File: src/rtl/mem_tester_pkg.sv
// Shared types and helpers for the memory self-test bus initiator.
// Holds the FSM state encoding, strobe constants and the test pattern.
package mem_tester_pkg;

    typedef enum logic [2:0] {
        ST_IDLE   = 3'd0,
        ST_WR_REQ = 3'd1,
        ST_WR_GAP = 3'd2,
        ST_RD_REQ = 3'd3,
        ST_RD_GAP = 3'd4,
        ST_FINISH = 3'd5
    } state_t;

    localparam logic [3:0] WSTRB_WORD = 4'b1111;
    localparam logic [3:0] WSTRB_READ = 4'b0000;

    // Index in the upper half, its complement in the lower half: every word is unique
    // and every data bit toggles across the address range.
    function automatic logic [31:0] pattern(input logic [15:0] idx);
        return {idx, ~idx};
    endfunction

endpackage

File: src/rtl/mem_tester.sv
// Memory self-test initiator: writes a pattern to NUM_WORDS words, reads it back,
// and reports pass/fail, error count, first failing address and responder timeout.
module mem_tester
    import mem_tester_pkg::*;
#(
    parameter logic [31:0] BASE_ADDR = 32'h0000_0000,
    parameter int          NUM_WORDS = 256,
    parameter int          TIMEOUT   = 15
) (
    input  logic        clk,
    input  logic        reset_n,
    input  logic        start,
    output logic        busy,
    output logic        done,
    output logic        pass,
    output logic        timeout,
    output logic [15:0] err_count,
    output logic [31:0] first_err_addr,
    output logic        mem_valid,
    input  logic        mem_ready,
    output logic [31:0] mem_addr,
    output logic [31:0] mem_wdata,
    output logic [3:0]  mem_wstrb,
    input  logic [31:0] mem_rdata
);

    localparam int              TO_W     = $clog2(TIMEOUT + 1);
    localparam logic [15:0]     LAST_IDX = 16'(NUM_WORDS - 1);
    localparam logic [TO_W-1:0] TO_LIMIT = TO_W'(TIMEOUT - 1);

    function automatic logic [31:0] addr_of(input logic [15:0] idx);
        return BASE_ADDR + {14'd0, idx, 2'b00};
    endfunction

    state_t           r_state, w_state;
    logic [15:0]      r_idx, w_idx;
    logic [TO_W-1:0]  r_to_cnt, w_to_cnt;
    logic             r_busy, w_busy;
    logic             r_done, w_done;
    logic             r_pass, w_pass;
    logic             r_timeout, w_timeout;
    logic [15:0]      r_err_count, w_err_count;
    logic [31:0]      r_first_err_addr, w_first_err_addr;
    logic             r_mem_valid, w_mem_valid;
    logic [31:0]      r_mem_addr, w_mem_addr;
    logic [31:0]      r_mem_wdata, w_mem_wdata;
    logic [3:0]       r_mem_wstrb, w_mem_wstrb;

    // Next-state and next-output computation; every output is the registered copy of these.
    always_comb begin
        w_state          = r_state;
        w_idx            = r_idx;
        w_to_cnt         = r_to_cnt;
        w_busy           = r_busy;
        w_done           = r_done;
        w_pass           = r_pass;
        w_timeout        = r_timeout;
        w_err_count      = r_err_count;
        w_first_err_addr = r_first_err_addr;
        w_mem_valid      = r_mem_valid;
        w_mem_addr       = r_mem_addr;
        w_mem_wdata      = r_mem_wdata;
        w_mem_wstrb      = r_mem_wstrb;

        case (r_state)
            ST_IDLE: begin
                if (start) begin
                    w_done           = 1'b0;
                    w_pass           = 1'b0;
                    w_timeout        = 1'b0;
                    w_err_count      = 16'd0;
                    w_first_err_addr = 32'd0;
                    w_idx            = 16'd0;
                    w_to_cnt         = '0;
                    w_busy           = 1'b1;
                    w_mem_valid      = 1'b1;
                    w_mem_addr       = addr_of(16'd0);
                    w_mem_wdata      = pattern(16'd0);
                    w_mem_wstrb      = WSTRB_WORD;
                    w_state          = ST_WR_REQ;
                end else begin
                    w_state = ST_IDLE;
                end
            end

            ST_WR_REQ: begin
                if (mem_ready) begin
                    w_mem_valid = 1'b0;
                    w_to_cnt    = '0;
                    if (r_idx == LAST_IDX) begin
                        w_idx   = 16'd0;
                        w_state = ST_RD_GAP;
                    end else begin
                        w_idx   = r_idx + 16'd1;
                        w_state = ST_WR_GAP;
                    end
                end else if (r_to_cnt == TO_LIMIT) begin
                    w_timeout   = 1'b1;
                    w_mem_valid = 1'b0;
                    w_to_cnt    = '0;
                    w_state     = ST_FINISH;
                end else begin
                    w_to_cnt = r_to_cnt + 1'b1;
                end
            end

            ST_WR_GAP: begin
                w_mem_valid = 1'b1;
                w_mem_addr  = addr_of(r_idx);
                w_mem_wdata = pattern(r_idx);
                w_mem_wstrb = WSTRB_WORD;
                w_state     = ST_WR_REQ;
            end

            ST_RD_GAP: begin
                w_mem_valid = 1'b1;
                w_mem_addr  = addr_of(r_idx);
                w_mem_wdata = 32'd0;
                w_mem_wstrb = WSTRB_READ;
                w_state     = ST_RD_REQ;
            end

            ST_RD_REQ: begin
                if (mem_ready) begin
                    w_mem_valid = 1'b0;
                    w_to_cnt    = '0;
                    // The first-address latch keys off the pre-increment count.
                    if (mem_rdata != pattern(r_idx)) begin
                        if (r_err_count != 16'hFFFF) begin
                            w_err_count = r_err_count + 16'd1;
                        end else begin
                            w_err_count = r_err_count;
                        end
                        if (r_err_count == 16'd0) begin
                            w_first_err_addr = r_mem_addr;
                        end else begin
                            w_first_err_addr = r_first_err_addr;
                        end
                    end else begin
                        w_err_count = r_err_count;
                    end
                    if (r_idx == LAST_IDX) begin
                        w_state = ST_FINISH;
                    end else begin
                        w_idx   = r_idx + 16'd1;
                        w_state = ST_RD_GAP;
                    end
                end else if (r_to_cnt == TO_LIMIT) begin
                    w_timeout   = 1'b1;
                    w_mem_valid = 1'b0;
                    w_to_cnt    = '0;
                    w_state     = ST_FINISH;
                end else begin
                    w_to_cnt = r_to_cnt + 1'b1;
                end
            end

            ST_FINISH: begin
                w_busy  = 1'b0;
                w_done  = 1'b1;
                w_pass  = (r_err_count == 16'd0) && !r_timeout;
                w_state = ST_IDLE;
            end

            default: begin
                w_busy      = 1'b0;
                w_mem_valid = 1'b0;
                w_state     = ST_IDLE;
            end
        endcase
    end

    // State and output registers with synchronous active-low reset.
    always_ff @(posedge clk) begin
        if (!reset_n) begin
            r_state          <= ST_IDLE;
            r_idx            <= 16'd0;
            r_to_cnt         <= '0;
            r_busy           <= 1'b0;
            r_done           <= 1'b0;
            r_pass           <= 1'b0;
            r_timeout        <= 1'b0;
            r_err_count      <= 16'd0;
            r_first_err_addr <= 32'd0;
            r_mem_valid      <= 1'b0;
            r_mem_addr       <= 32'd0;
            r_mem_wdata      <= 32'd0;
            r_mem_wstrb      <= 4'd0;
        end else begin
            r_state          <= w_state;
            r_idx            <= w_idx;
            r_to_cnt         <= w_to_cnt;
            r_busy           <= w_busy;
            r_done           <= w_done;
            r_pass           <= w_pass;
            r_timeout        <= w_timeout;
            r_err_count      <= w_err_count;
            r_first_err_addr <= w_first_err_addr;
            r_mem_valid      <= w_mem_valid;
            r_mem_addr       <= w_mem_addr;
            r_mem_wdata      <= w_mem_wdata;
            r_mem_wstrb      <= w_mem_wstrb;
        end
    end

    assign busy           = r_busy;
    assign done           = r_done;
    assign pass           = r_pass;
    assign timeout        = r_timeout;
    assign err_count      = r_err_count;
    assign first_err_addr = r_first_err_addr;
    assign mem_valid      = r_mem_valid;
    assign mem_addr       = r_mem_addr;
    assign mem_wdata      = r_mem_wdata;
    assign mem_wstrb      = r_mem_wstrb;

endmodule

File: config.mk
export PLATFORM = sky130hd
export DESIGN_NAME = mem_tester
export DESIGN_NICKNAME = d
export VERILOG_FILES = /design/src/rtl/mem_tester_pkg.sv /design/src/rtl/mem_tester.sv
export SDC_FILE = /design/constraint.sdc
export NUM_CORES = 1
export LEC_CHECK = 0
export BUFFER_PORTS_ARGS = -buffer_cell sky130_fd_sc_hd__buf_4
export CORE_ASPECT_RATIO = 0.9
export CORE_MARGIN = 5
export CORE_UTILIZATION = 30
export DETAILED_ROUTE_END_ITERATION = 16
export GPL_ROUTABILITY_DRIVEN = 1
export SLEW_MARGIN = 20
export SYNTH_ARGS = -nofsm -noshare
export SYNTH_HDL_FRONTEND = slang
export SYNTH_SLANG_ARGS = --single-unit
File: constraint.sdc
create_clock -name clk -period 5.9 [get_ports clk]
set_input_delay 0.885 -clock clk [delete_from_list [all_inputs] [get_ports clk]]
set_output_delay 0.885 -clock clk [all_outputs]
set_load 0.02 [all_outputs]
# Yosys cells after proc, flatten, opt, wreduce, memory -nomap -nowiden
# Index checks and enable logic that the tools add are counted.
# classes
eq_ne	19
bitwise	3
n_addsub	3
reduce_logical	23
mux	42
# op_table
cell	count
$mux 32	5
$mux 16	8
$pmux 32 s2	2
$pmux 32 s3	1
$pmux 16 s3	1
$add 16x1->16 const B	2
$ne 32x32->1	1
$pmux 16 s2	1
$eq 16x8->1 const B	1
$logic_not 16->1	1
$mux 4	4
$ne 16x16->1 const B	1
$ne 2x2->1 const B	8
$not 16->16	1
$pmux 3 s5	1
$reduce_and 5->1	3
$mux 3	4
$pmux 4 s3	1
$reduce_and 2->1	5
$mux 1	8
$pmux 1 s2	4
$pmux 4 s2	1
$reduce_bool 2->1	4
$eq 3x2->1 const B	2
16 further kinds	20
# word_totals
inputBits	36
word_cells	103
register_bits	144

# Longest topological paths before layout
# Gate-level depths: netlist of the first run.
# depth
ltp_word	5
ltp_mapped	9
ltp_nobuf	7

# Least setup slack after synthesis of the first run
# No wires, ideal clock.
# synth_timing
path_type	in2reg
start	in mem_rdata[1]
end	reg r_err_count[13], in the netlist err_count[13]
arrival_time_ns	2.617
required_ns	5.784
setup_time_ns	0.116
setup_slack_ns	3.167
stages	8
path_cell_list	and3b_1 -> o22ai_1 -> or4_4 -> nor4_4 -> buf_6 -> buf_12 -> o22ai_2 -> a31o_1
# synth_via
elab_chain_len	3
# synth_rtl
item	line	rtl
start, declared	mem_tester.sv:24	input logic [31:0] mem_rdata
$ne 32x32->1	mem_tester.sv:128	if (mem_rdata != pattern(r_idx)) begin
$ne 2x2->1 (no line)	-	
$reduce_and 5->1 (no line)	-	
end signal, assigned	mem_tester.sv:197	r_err_count <= w_err_count;
end, declared	mem_tester.sv:42	logic [15:0] r_err_count, w_err_count;
# No other way between the ends.
# A chain may end at the register's enable or synchronous reset.

# Final worst setup path of the first run
# layout_timing
start	reg r_idx[1]
end	reg r_err_count[1], in the netlist err_count[1]
# layout_via
elab_chain_len	4
# layout_rtl
item	line	rtl
start, declared	mem_tester.sv:36	logic [15:0] r_idx, w_idx;
start signal, assigned	mem_tester.sv:191	r_idx <= w_idx;
$not 16->16	mem_tester_pkg.sv:20	return {idx, ~idx};
$ne 32x32->1 (*)	mem_tester.sv:128	
$ne 2x2->1 (no line) (*)	-	
$reduce_and 5->1 (no line) (*)	-	
# Every way passes the cells marked *; elsewhere a longest branch is shown, timed or not.

==> results of run 1 <==
-- layout make-up --
class	count	area [um^2]
Tap cell	245	307
Multi-Input combinational cell	457	2970
Inverter	8	30.0
Clock buffer	11	243
Fill cell	1926	11600
Clock inverter	3	21.3
Sequential cell	109	2180
Timing Repair Buffer	128	961
-- how the worst max path moves through the flow --
stage | end | slack, ps | depth (start not counted)
final | err_count[1] | 3160 | 7
after global routing | r_idx[6] | 2950 | 6
after CTS | first_err_addr[6] | 3140 | 8
after detailed placement | first_err_addr[11] | 2800 | 9
after global placement | first_err_addr[9] | 2840 | 9
after floorplan | err_count[13] | 3170 | 8
-- Yosys cell counts, drive strengths merged, types with 2 or more instances --
library cell	number
dfxtp	109
nand2	71
buf	51
nor2	36
nor2b	36
clkbuf	34
a22oi	32
o21ai	27
xnor2	21
mux2i	18
nand3	18
o211a	16
nor4	15
xor2	15
nor3	13
nand4	10
a21oi	9
a31o	8
inv	8
nor3b	8
and3b	7
o22ai	6
or4	6
ha	5
o41ai	5
a31oi	4
or3	4
a21boi	3
and3	3
o211ai	3
o31ai	3
a21o	2
and2	2
nand4b	2
nor4b	2
or2	2
-- cells by family (layout without fill, tap and decap cells) --
| family | after synthesis | count (layout) | share of synthesized area [%] |
|---|---|---|---|
| multiplexers | 18 | 18 | 3.23 |
| flip-flops | 109 | 109 | 39.1 |
| other | 1 | 32 | 0.0673 |
| AO/OA/AOI/OAI | 126 | 126 | 16.5 |
| XOR/XNOR | 36 | 36 | 5.66 |
| AND/OR/NAND/NOR | 240 | 240 | 24.1 |
| adder cells (fa/ha/maj) | 5 | 5 | 1.12 |
| buffers and inverters | 93 | 150 | 10.2 |
-- flip-flops by register name (all words and copies together) (netlist names), 3 cells and up --
name            flops
r_idx              16
err_count          16
mem_wdata          32
mem_addr           16
first_err_addr     16
r_to_cnt            4
r_state             3
-- power groups by stage --
stage	sequential, mW	clock, mW	combinational (mW)
after detailed placement	0.794	0	0.213
after floorplan	0.803	0	0.150
after global placement	0.795	0	0.212
after global routing	0.782	0.611	0.234
final	0.779	0.560	0.215
after CTS	0.778	0.576	0.214
-- metrics by stage --
| step | util, % | setup slack (ps) | std cells |
|---|---|---|---|
| CTS | 36.5 | 3140 | 961 |
| finish | 36.6 | 3160 | 961 |
| detailed placement | 35.1 | 2800 | 947 |
| global placement | 35.1 | 2840 | 947 |
| floorplan | - | 3170 | 659 |
| global route | 36.6 | 2950 | 961 |
-- placed cells by master, fill, tap and decap left out, types with 8 or more instances in the layout --
cell type and n:
sky130_fd_sc_hd__nand4_1 10, sky130_fd_sc_hd__inv_1 8, sky130_fd_sc_hd__xnor2_1 21, sky130_fd_sc_hd__nand3_1 17
sky130_fd_sc_hd__nor2_1 36, sky130_fd_sc_hd__mux2i_1 18, sky130_fd_sc_hd__nor4_1 11, sky130_fd_sc_hd__buf_4 128
sky130_fd_sc_hd__a22oi_1 32, sky130_fd_sc_hd__xor2_1 15, sky130_fd_sc_hd__a21oi_1 8, sky130_fd_sc_hd__o21ai_0 22
sky130_fd_sc_hd__conb_1 32, sky130_fd_sc_hd__nand2_1 70, sky130_fd_sc_hd__o211a_1 16, sky130_fd_sc_hd__nor2b_1 36
sky130_fd_sc_hd__clkbuf_16 9, sky130_fd_sc_hd__nor3_1 12, sky130_fd_sc_hd__dfxtp_1 109
-- critical path, stage by stage, from the launching register on --
cell	delay (ps)
sky130_fd_sc_hd__dfxtp_1	640
sky130_fd_sc_hd__and3b_1	230
sky130_fd_sc_hd__o22ai_1	90
sky130_fd_sc_hd__or4_4	550
sky130_fd_sc_hd__nor4_4	330
sky130_fd_sc_hd__buf_4	310
sky130_fd_sc_hd__or2_2	310
sky130_fd_sc_hd__mux2i_1	210
-- routing by layer --
| metal | wire (um) | vias to the layer above | GRT usage, % |
|---|---|---|---|
| met2 | 7260 | 124 | 22.2 |
| met4 | 265 | 0 | 4.32 |
| met3 | 940 | 18 | 3.76 |
| met1 | 7600 | 2197 | 20.7 |
| met5 | 0 | - | 0 |
| li1 | - | 2335 | - |
==> flow_metrics.py, run 1 <==
metrics = {
    "clock_tree": {
        "clk_lat_worst_skew_ps": 350,
        "clkTransAtPathRegs_ps": 70,
        "cts_setup_buffers": 0,
        "postCtsHoldBufs": 0,
        "maximum_buffer_depth_of_the_clock_tree": 2,
        "clockRootBuffer": "sky130_fd_sc_hd__clkbuf_16",
        "clock_tree_from_tritoncts": "done",
        "cts_resized": 0,
        "num_cts_buffers": 9,
        "cts_htree_levels": 3,
        "tritoncts_num_sinks": 109,
    },
    "timing": {
        "report.final.setup_viol": 0,
        "slew-limit-headroom_pct": 26.4,
        "time_the_final_worst_path_needs_with_i_o_delays_and_setup_ps": 2740,
        "period_share_pct": 46.4,
        "final_tns_setup_ps": 0,
        "tightestPinTransition_ps": 1100,
        "fin_skew_ps": 13.0,
        "finalHoldWorstSlack_ps": 458,
        "finalMaxSlewViolations": 0,
        "max_freq_mhz": 365,
        "finalHoldViolations": 0,
        "setup_repair_after_global_routing_missed_its_margin": "no",
    },
    "cells_and_area": {
        "syn_to_final_growth_pct": 20.4,
        "stdcell_area_mm2": 0.00672,
        "total_inserted_antenna_cells": 0,
        "nets": 754,
        "drive_gt1_share_pct": 22.8,
    },
    "synthesis": {
        "synth_warnings": 0,
        "ys_async_sr_fraction_pct": 0,
        "synth_area_mm2": 0.00558,
        "synth_area_leader_cell": "sky130_fd_sc_hd__dfxtp_1",
        "synth.ff_latch_count": 109,
        "synth.top_cells.by_area": "sky130_fd_sc_hd__dfxtp_1 39%, sky130_fd_sc_hd__buf_4 5.4%, sky130_fd_sc_hd__nand2_1 4.7%, sky130_fd_sc_hd__a22oi_1 4.3%, sky130_fd_sc_hd__nor2b_1 4.0%",
        "synth.yosys.seq_area_share_pct": 39.1,
        "synth_enable_flop_cells": 0,
        "synth_top_area_share_pct": 39.1,
        "synth_ff_type": "sky130_fd_sc_hd__dfxtp_1",
        "syn-instance-count": 628,
        "per_instance_average_area_after_synthesis_um2": 8.88,
        "synthDistinctLibCells": 63,
    },
    "critical_path": {
        "setup.reg_to_reg.worst_slack_ps": 3160,
        "worst_ep_required_time_ps": 6180,
        "crit-reg2reg-launch": "r_idx[1]",
        "critical_path_startpoint_category": "flip-flop",
        "timing.critical_path.to_type": "flip-flop",
        "critical_path.reg2reg.endpoint": "err_count[1]",
        "worstSetupStartpoint": "r_idx[1]",
        "r2r.worst_path.cells": 7,
        "start_to_end_type_of_the_worst_setup_path": "flip-flop to flip-flop",
        "max_fo_critical_path": 21,
        "arrival_time_reported_for_the_critical_path_endpoint_ps": 3010,
    },
    "grt": {
        "groute.usage.overall_pct": 14.7,
        "first_global_vias": 4438,
        "antenna_violations_before_repair": 0,
        "global_route.overflow_total": 0,
        "pin_count_of_the_biggest_net_entering_global_routing": 65,
        "wire_length_of_the_first_global_routing_pass_mm": 25.5,
    },
    "detailed_routing": {
        "routedWlPerCell_um": 16.7,
        "finalWirelength_mm": 16.1,
        "num_vias": 4674,
        "postRouteAntennaNets": 0,
        "first_iter_violations": 405,
        "vias_per_cell": 4.86,
        "drc_errors": 0,
        "drt-pass1-iter-count": 5,
    },
    "place": {
        "place_area_mm2": 0.00643,
        "finalWeightedCongestion": 0.810,
        "count_of_buffers_inserted_at_the_top_level_ports": 124,
        "dpl.hpwl_mm": 11.4,
    },
    "die": {
        "floorplan.rows": 47,
        "dieHeight_um": 139,
        "ios": 157,
        "initial_core_util_pct": 30.4,
        "die_w_um": 154,
        "design.die.area_mm2": 0.0214,
        "core_area_mm2": 0.0183,
    },
    "status": {
        "run_status": "finished, final reports clean",
    },
    "worst_hold_path": {
        "worst_hold_path_type": "flip-flop to flip-flop",
        "hold_start": "first_err_addr[6]",
        "worst_hold_stages": 2,
        "hold_path_end": "first_err_addr[6]",
    },
    "power_and_ir_drop": {
        "power.net_switching_uw": 422,
        "swShare_pct": 27.2,
        "max-vdd-ir-drop_mv": 0.146,
        "leakagePower_nw": 2.69,
        "totalPowerFinal_mw": 1.55,
        "power.share.clock_pct": 36.0,
        "cell_internal_pwr_mw": 1.13,
        "sequential_power_share_pct": 50.1,
        "comb_power_share_pct": 13.8,
        "power.density_mw_per_mm2": 231,
    },
    "run": {
        "max_cap_violations": 0,
    },
}
Power figures use the tool's default switching activity.
==> inputs of run 2 (changes only) <==
Clock period 5.9 ns to 2.65 ns, I/O delays scaled along.
==> flow_metrics.py, run 2 (synthesis gave the netlist of run 1 again) <==
metrics = {
    "status": {
        "run_status": "finished, final reports clean",
    },
    "clock_tree": {
        "tritoncts_num_sinks": 109,
        "maximum_buffer_depth_of_the_clock_tree": 2,
        "clkTransAtPathRegs_ps": 70,
        "cts_setup_buffers": 0,
        "clockRootBuffer": "sky130_fd_sc_hd__clkbuf_16",
        "clock_tree_from_tritoncts": "done",
        "cts_resized": 0,
        "cts_htree_levels": 3,
        "postCtsHoldBufs": 0,
        "num_cts_buffers": 9,
        "clk_lat_worst_skew_ps": 360,
    },
    "timing": {
        "time_the_final_worst_path_needs_with_i_o_delays_and_setup_ps": 2440,
        "setup_repair_after_global_routing_missed_its_margin": "no",
        "tightestPinTransition_ps": 1050,
        "max_freq_mhz": 410,
        "finalMaxSlewViolations": 0,
        "final_tns_setup_ps": 0,
        "slew-limit-headroom_pct": 30.0,
        "report.final.setup_viol": 0,
        "fin_skew_ps": 8.43,
        "finalHoldViolations": 0,
        "period_share_pct": 92.1,
    },
    "detailed_routing": {
        "routedWlPerCell_um": 16.5,
        "finalWirelength_mm": 16.3,
        "num_vias": 4834,
        "drt-pass1-iter-count": 5,
        "first_iter_violations": 446,
        "drc_errors": 0,
        "vias_per_cell": 4.88,
        "postRouteAntennaNets": 0,
    },
    "cells_and_area": {
        "sequential_standard_cell_area_mm2": 0.00218,
        "total_inserted_antenna_cells": 0,
        "final_common_cell": "sky130_fd_sc_hd__buf_4",
        "largest_register_ffs": 32,
        "most-common-layout-cells": "154 x sky130_fd_sc_hd__buf_4, 109 x sky130_fd_sc_hd__dfxtp_1, 70 x sky130_fd_sc_hd__nand2_1, 36 x sky130_fd_sc_hd__nor2_1, 36 x sky130_fd_sc_hd__nor2b_1",
        "syn_to_final_growth_pct": 25.2,
        "stdcell_area_mm2": 0.00698,
        "nets": 782,
        "drive_gt1_share_pct": 25.7,
        "multi_input_logic_area_mm2": 0.00296,
        "total_of_fill_cells_in_the_finished_design": 1902,
    },
    "critical_path": {
        "worst-path-buf-inv": 0,
        "crit_chain": "ha_1, nand3_2, or4_1, or3_4, nand3_1, nor4_1, a311o_1",
        "path_depth": 7,
        "max_fo_critical_path": 6,
        "r2r.worst_path.cells": 7,
        "crit_path_top_delay_cell": "sky130_fd_sc_hd__or4_1",
        "timing.critical_path.to_type": "flip-flop",
        "setup.reg_to_reg.worst_slack_ps": 210,
        "worstSetupStartpoint": "err_count[1]",
        "worst_ep_required_time_ps": 2900,
        "crit-reg2reg-launch": "err_count[1]",
        "critPathCapture": "err_count[8]",
        "critical_path_startpoint_category": "flip-flop",
        "arrival_time_reported_for_the_critical_path_endpoint_ps": 2690,
        "critical_path.max_stage_delay_ps": 580,
        "start_to_end_type_of_the_worst_setup_path": "flip-flop to flip-flop",
        "critical_path.reg2reg.endpoint": "err_count[8]",
        "critical-path-top-delay-family": "simple AND/OR/NAND/NOR gates",
    },
    "die": {
        "ios": 157,
        "core_area_mm2": 0.0183,
        "initial_core_util_pct": 30.4,
        "die_w_um": 154,
        "floorplan.rows": 47,
        "dieHeight_um": 139,
        "design.die.area_mm2": 0.0214,
    },
    "grt": {
        "pin_count_of_the_biggest_net_entering_global_routing": 38,
        "global_route.overflow_total": 0,
        "first_global_vias": 4534,
        "groute.usage.overall_pct": 14.8,
        "antenna_violations_before_repair": 0,
        "wire_length_of_the_first_global_routing_pass_mm": 25.4,
    },
    "worst_hold_path": {
        "worst_hold_path_type": "input pin to flip-flop",
        "hold_start": "start",
    },
    "place": {
        "count_of_buffers_inserted_at_the_top_level_ports": 124,
        "finalWeightedCongestion": 0.864,
        "dpl.hpwl_mm": 11.9,
        "place_area_mm2": 0.00667,
    },
    "run": {
        "max_cap_violations": 0,
    },
    "power_and_ir_drop": {
        "power.density_mw_per_mm2": 519,
        "leakagePower_nw": 2.85,
        "max-vdd-ir-drop_mv": 0.290,
    },
}
[run 2: cell types whose count changed in the layout (fill, tap and decap cells not counted)]
cell | previous run | this run
sky130_fd_sc_hd__clkinv_4 | 0 | 2
sky130_fd_sc_hd__o21ai_2 | 1 | 0
sky130_fd_sc_hd__bufinv_16 | 0 | 1
sky130_fd_sc_hd__a21oi_2 | 0 | 1
sky130_fd_sc_hd__buf_12 | 0 | 2
sky130_fd_sc_hd__buf_4 | 128 | 154
sky130_fd_sc_hd__inv_6 | 1 | 0
sky130_fd_sc_hd__a21oi_4 | 1 | 0
sky130_fd_sc_hd__o21ai_1 | 4 | 5
[run 2: worst min path at each step]
stage | depth (start not counted) | slack (ps) | to
5_1_grt | 3 | 420 | mem_wstrb[2]
3_5_place_dp | 2 | 450 | first_err_addr[14]
4_1_cts | 3 | 390 | mem_wstrb[2]
3_3_place_gp | 2 | 440 | first_err_addr[15]
2_1_floorplan | 2 | 490 | r_to_cnt[3]
6_report | 3 | 390 | mem_wstrb[2]
[run 2: through the flow]
step	hold slack [ps]	worst slack [ps]	util (%)	std cells	power [mW]
after floorplan	492	139	-	659	2.12
after global placement	443	185	36.3	975	2.27
after detailed placement	451	171	36.3	975	2.27
after CTS	388	196	38.0	991	3.66
after global routing	424	35.6	38.0	991	3.79
final	394	210	38.0	991	3.62
[run 2: metal layers]
layer	share of wire, %	global-route usage [%]	up-vias
met5	0	0	-
met4	0.97	3.07	0
met3	6.4	4.63	14
met2	46	22.6	152
met1	47	20.7	2287
li1	-	-	2381
[run 2: worst reg2reg max path, delay by kind of cell, from the launching register on]
family | cells | cell delay (ps)
AOI/OAI and AO/OA | 1 | 320
DFF | 1 | 440
and+or+nand+nor | 5 | 1320
adders and majority gates | 1 | 240
[run 2: area by class of cell]
cell class / count / share of cell area [%]
Clock buffer: 11 / 3.48
Inverter: 8 / 0.430
Tap cell: 245 / 4.39
Clock inverter: 5 / 0.861
Multi-Input combinational cell: 457 / 42.4
Timing Repair Buffer: 156 / 17.1
Sequential cell: 109 / 31.3
[run 2: power breakdown]
part / total [mW] / switching (mW) / internal (mW) / leakage [nW]
sequential: 1.72 / 0.0389 / 1.68 / 0.884
clock: 1.39 / 0.628 / 0.761 / 0.146
combinational: 0.514 / 0.309 / 0.205 / 1.82
total: 3.62 / 0.976 / 2.65 / 2.85
==> inputs of run 3 (changes only) <==
Settings changed: CORE_MARGIN 5 to 3, CTS_CLUSTER_DIAMETER from default to 200.
==> flow_metrics.py, run 3 (synthesis gave the netlist of run 1 again) <==
metrics = {
    "die": {
        "floorplan.rows": 46,
        "initial_core_util_pct": 31.1,
        "dieHeight_um": 135,
        "ios": 157,
        "design.die.area_mm2": 0.0203,
        "core_area_mm2": 0.0179,
        "die_w_um": 150,
    },
    "timing": {
        "setup_repair_after_global_routing_missed_its_margin": "no",
        "max_freq_mhz": 399,
        "fin_ws_ps": 144,
        "fin_skew_ps": 9.90,
        "tightestPinTransition_ps": 707,
        "period_share_pct": 94.6,
        "final_tns_setup_ps": 0,
        "finalHoldWorstSlack_ps": 335,
        "time_the_final_worst_path_needs_with_i_o_delays_and_setup_ps": 2510,
        "report.final.setup_viol": 0,
        "slew-limit-headroom_pct": 52.7,
        "finalHoldViolations": 0,
        "finalMaxSlewViolations": 0,
    },
    "detailed_routing": {
        "routedWlPerCell_um": 16.4,
        "drt-pass1-iter-count": 5,
        "postRouteAntennaNets": 0,
        "vias_per_cell": 4.89,
        "finalWirelength_mm": 16.2,
        "num_vias": 4820,
        "first_iter_violations": 393,
        "drc_errors": 0,
    },
    "grt": {
        "wire_length_of_the_first_global_routing_pass_mm": 25.3,
        "global_route.overflow_total": 0,
        "first_global_vias": 4561,
        "pin_count_of_the_biggest_net_entering_global_routing": 58,
        "groute.usage.overall_pct": 15.7,
        "antenna_violations_before_repair": 0,
    },
    "cells_and_area": {
        "syn_to_final_growth_pct": 25.0,
        "final_common_cell": "sky130_fd_sc_hd__buf_4",
        "drive_gt1_share_pct": 25.6,
        "largest_register_ffs": 32,
        "nets": 783,
        "total_inserted_antenna_cells": 0,
        "most-common-layout-cells": "155 x sky130_fd_sc_hd__buf_4, 109 x sky130_fd_sc_hd__dfxtp_1, 70 x sky130_fd_sc_hd__nand2_1, 36 x sky130_fd_sc_hd__nor2_1, 36 x sky130_fd_sc_hd__nor2b_1",
    },
    "clock_tree": {
        "tritoncts_num_sinks": 109,
        "clock_tree_from_tritoncts": "done",
        "clkTransAtPathRegs_ps": 70,
        "clockRootBuffer": "sky130_fd_sc_hd__clkbuf_16",
        "cts_setup_buffers": 0,
        "postCtsHoldBufs": 0,
        "maximum_buffer_depth_of_the_clock_tree": 2,
        "cts_resized": 0,
        "num_cts_buffers": 9,
        "clk_lat_worst_skew_ps": 350,
        "cts_htree_levels": 3,
    },
    "place": {
        "count_of_buffers_inserted_at_the_top_level_ports": 124,
        "finalWeightedCongestion": 0.846,
        "dpl.hpwl_mm": 11.7,
        "dp_slack_ps": 167,
    },
    "power_and_ir_drop": {
        "cell_internal_pwr_mw": 2.64,
        "comb_power_share_pct": 14.3,
        "power.share.clock_pct": 37.8,
        "leakagePower_nw": 2.85,
        "sequential_power_share_pct": 47.8,
        "power.net_switching_uw": 953,
        "swShare_pct": 26.5,
        "max-vdd-ir-drop_mv": 0.335,
        "power.density_mw_per_mm2": 516,
    },
    "critical_path": {
        "worstSetupStartpoint": "err_count[0]",
        "crit-reg2reg-launch": "err_count[0]",
        "critical_path.reg2reg.endpoint": "err_count[1]",
        "arrival_time_reported_for_the_critical_path_endpoint_ps": 2790,
        "timing.critical_path.to_type": "flip-flop",
        "critical_path_startpoint_category": "flip-flop",
        "setup.reg_to_reg.worst_slack_ps": 140,
        "r2r.worst_path.cells": 7,
        "start_to_end_type_of_the_worst_setup_path": "flip-flop to flip-flop",
        "max_fo_critical_path": 10,
        "worst_ep_required_time_ps": 2930,
    },
    "status": {
        "run_status": "finished, final reports clean",
    },
    "worst_hold_path": {
        "hold_path_end": "pass",
        "hold_start": "reset_n",
        "worst_hold_stages": 2,
        "worst_hold_path_type": "input pin to flip-flop",
    },
    "run": {
        "max_cap_violations": 0,
    },
}
run 3: changes by cell type in the layout (fill, tap and decap cells not counted), sizes merged:
| cell | before | now |
|---|---|---|
| clkbuf | 11 | 12 |
| buf | 156 | 157 |
| clkinv | 3 | 1 |
run 3: power groups by stage:
stage | sequential, mW | clock, mW | combinational [mW]
2_1_floorplan | 1.79 | 0 | 0.334
3_3_place_gp | 1.76 | 0 | 0.510
3_5_place_dp | 1.76 | 0 | 0.513
4_1_cts | 1.72 | 1.41 | 0.515
5_1_grt | 1.73 | 1.46 | 0.558
6_report | 1.72 | 1.36 | 0.516
run 3: area by class of cell:
class	count	area [um^2]
multi-input combinational	457	2960
clock inverter	3	46.3
tap	240	300
sequential	109	2180
inverter	8	30.0
timing repair buffer	157	1200
clock buffer	12	246
fill	1832	10900
run 3: worst max path at each step:
| stage | endpoint | slack, ps | depth (start not counted) |
|---|---|---|---|
| final | err_count[1] | 140 | 7 |
| after global routing | err_count[1] | 20 | 7 |
| after CTS | err_count[1] | 140 | 7 |
| after detailed placement | err_count[1] | 170 | 7 |
| after global placement | err_count[1] | 190 | 7 |
| after floorplan | err_count[8] | 140 | 8 |
run 3: layer usage:
layer	global-route usage, %	up-vias	wire (um)
li1	-	2376	-
met1	21.9	2280	7730
met2	24.0	143	7240
met3	4.01	21	911
met4	4.62	0	297
met5	0	-	0
run 3: critical path, cell delays in order, from the launching register on:
cell	delay, ps
sky130_fd_sc_hd__dfxtp_1	460
sky130_fd_sc_hd__ha_1	240
sky130_fd_sc_hd__nand3_2	120
sky130_fd_sc_hd__or4_1	590
sky130_fd_sc_hd__or3_4	410
sky130_fd_sc_hd__nand2_2	130
sky130_fd_sc_hd__or2_2	270
sky130_fd_sc_hd__mux2i_1	200
run 3: per-stage QoR:
step	instances	utilization, %	total power [mW]	cell area [um^2]
final	986	38.9	3.60	6970
after global placement	971	37.3	2.27	6670
after CTS	986	38.9	3.64	6960
after floorplan	659	-	2.12	5690
after detailed placement	971	37.3	2.27	6670
after global routing	986	38.9	3.74	6970
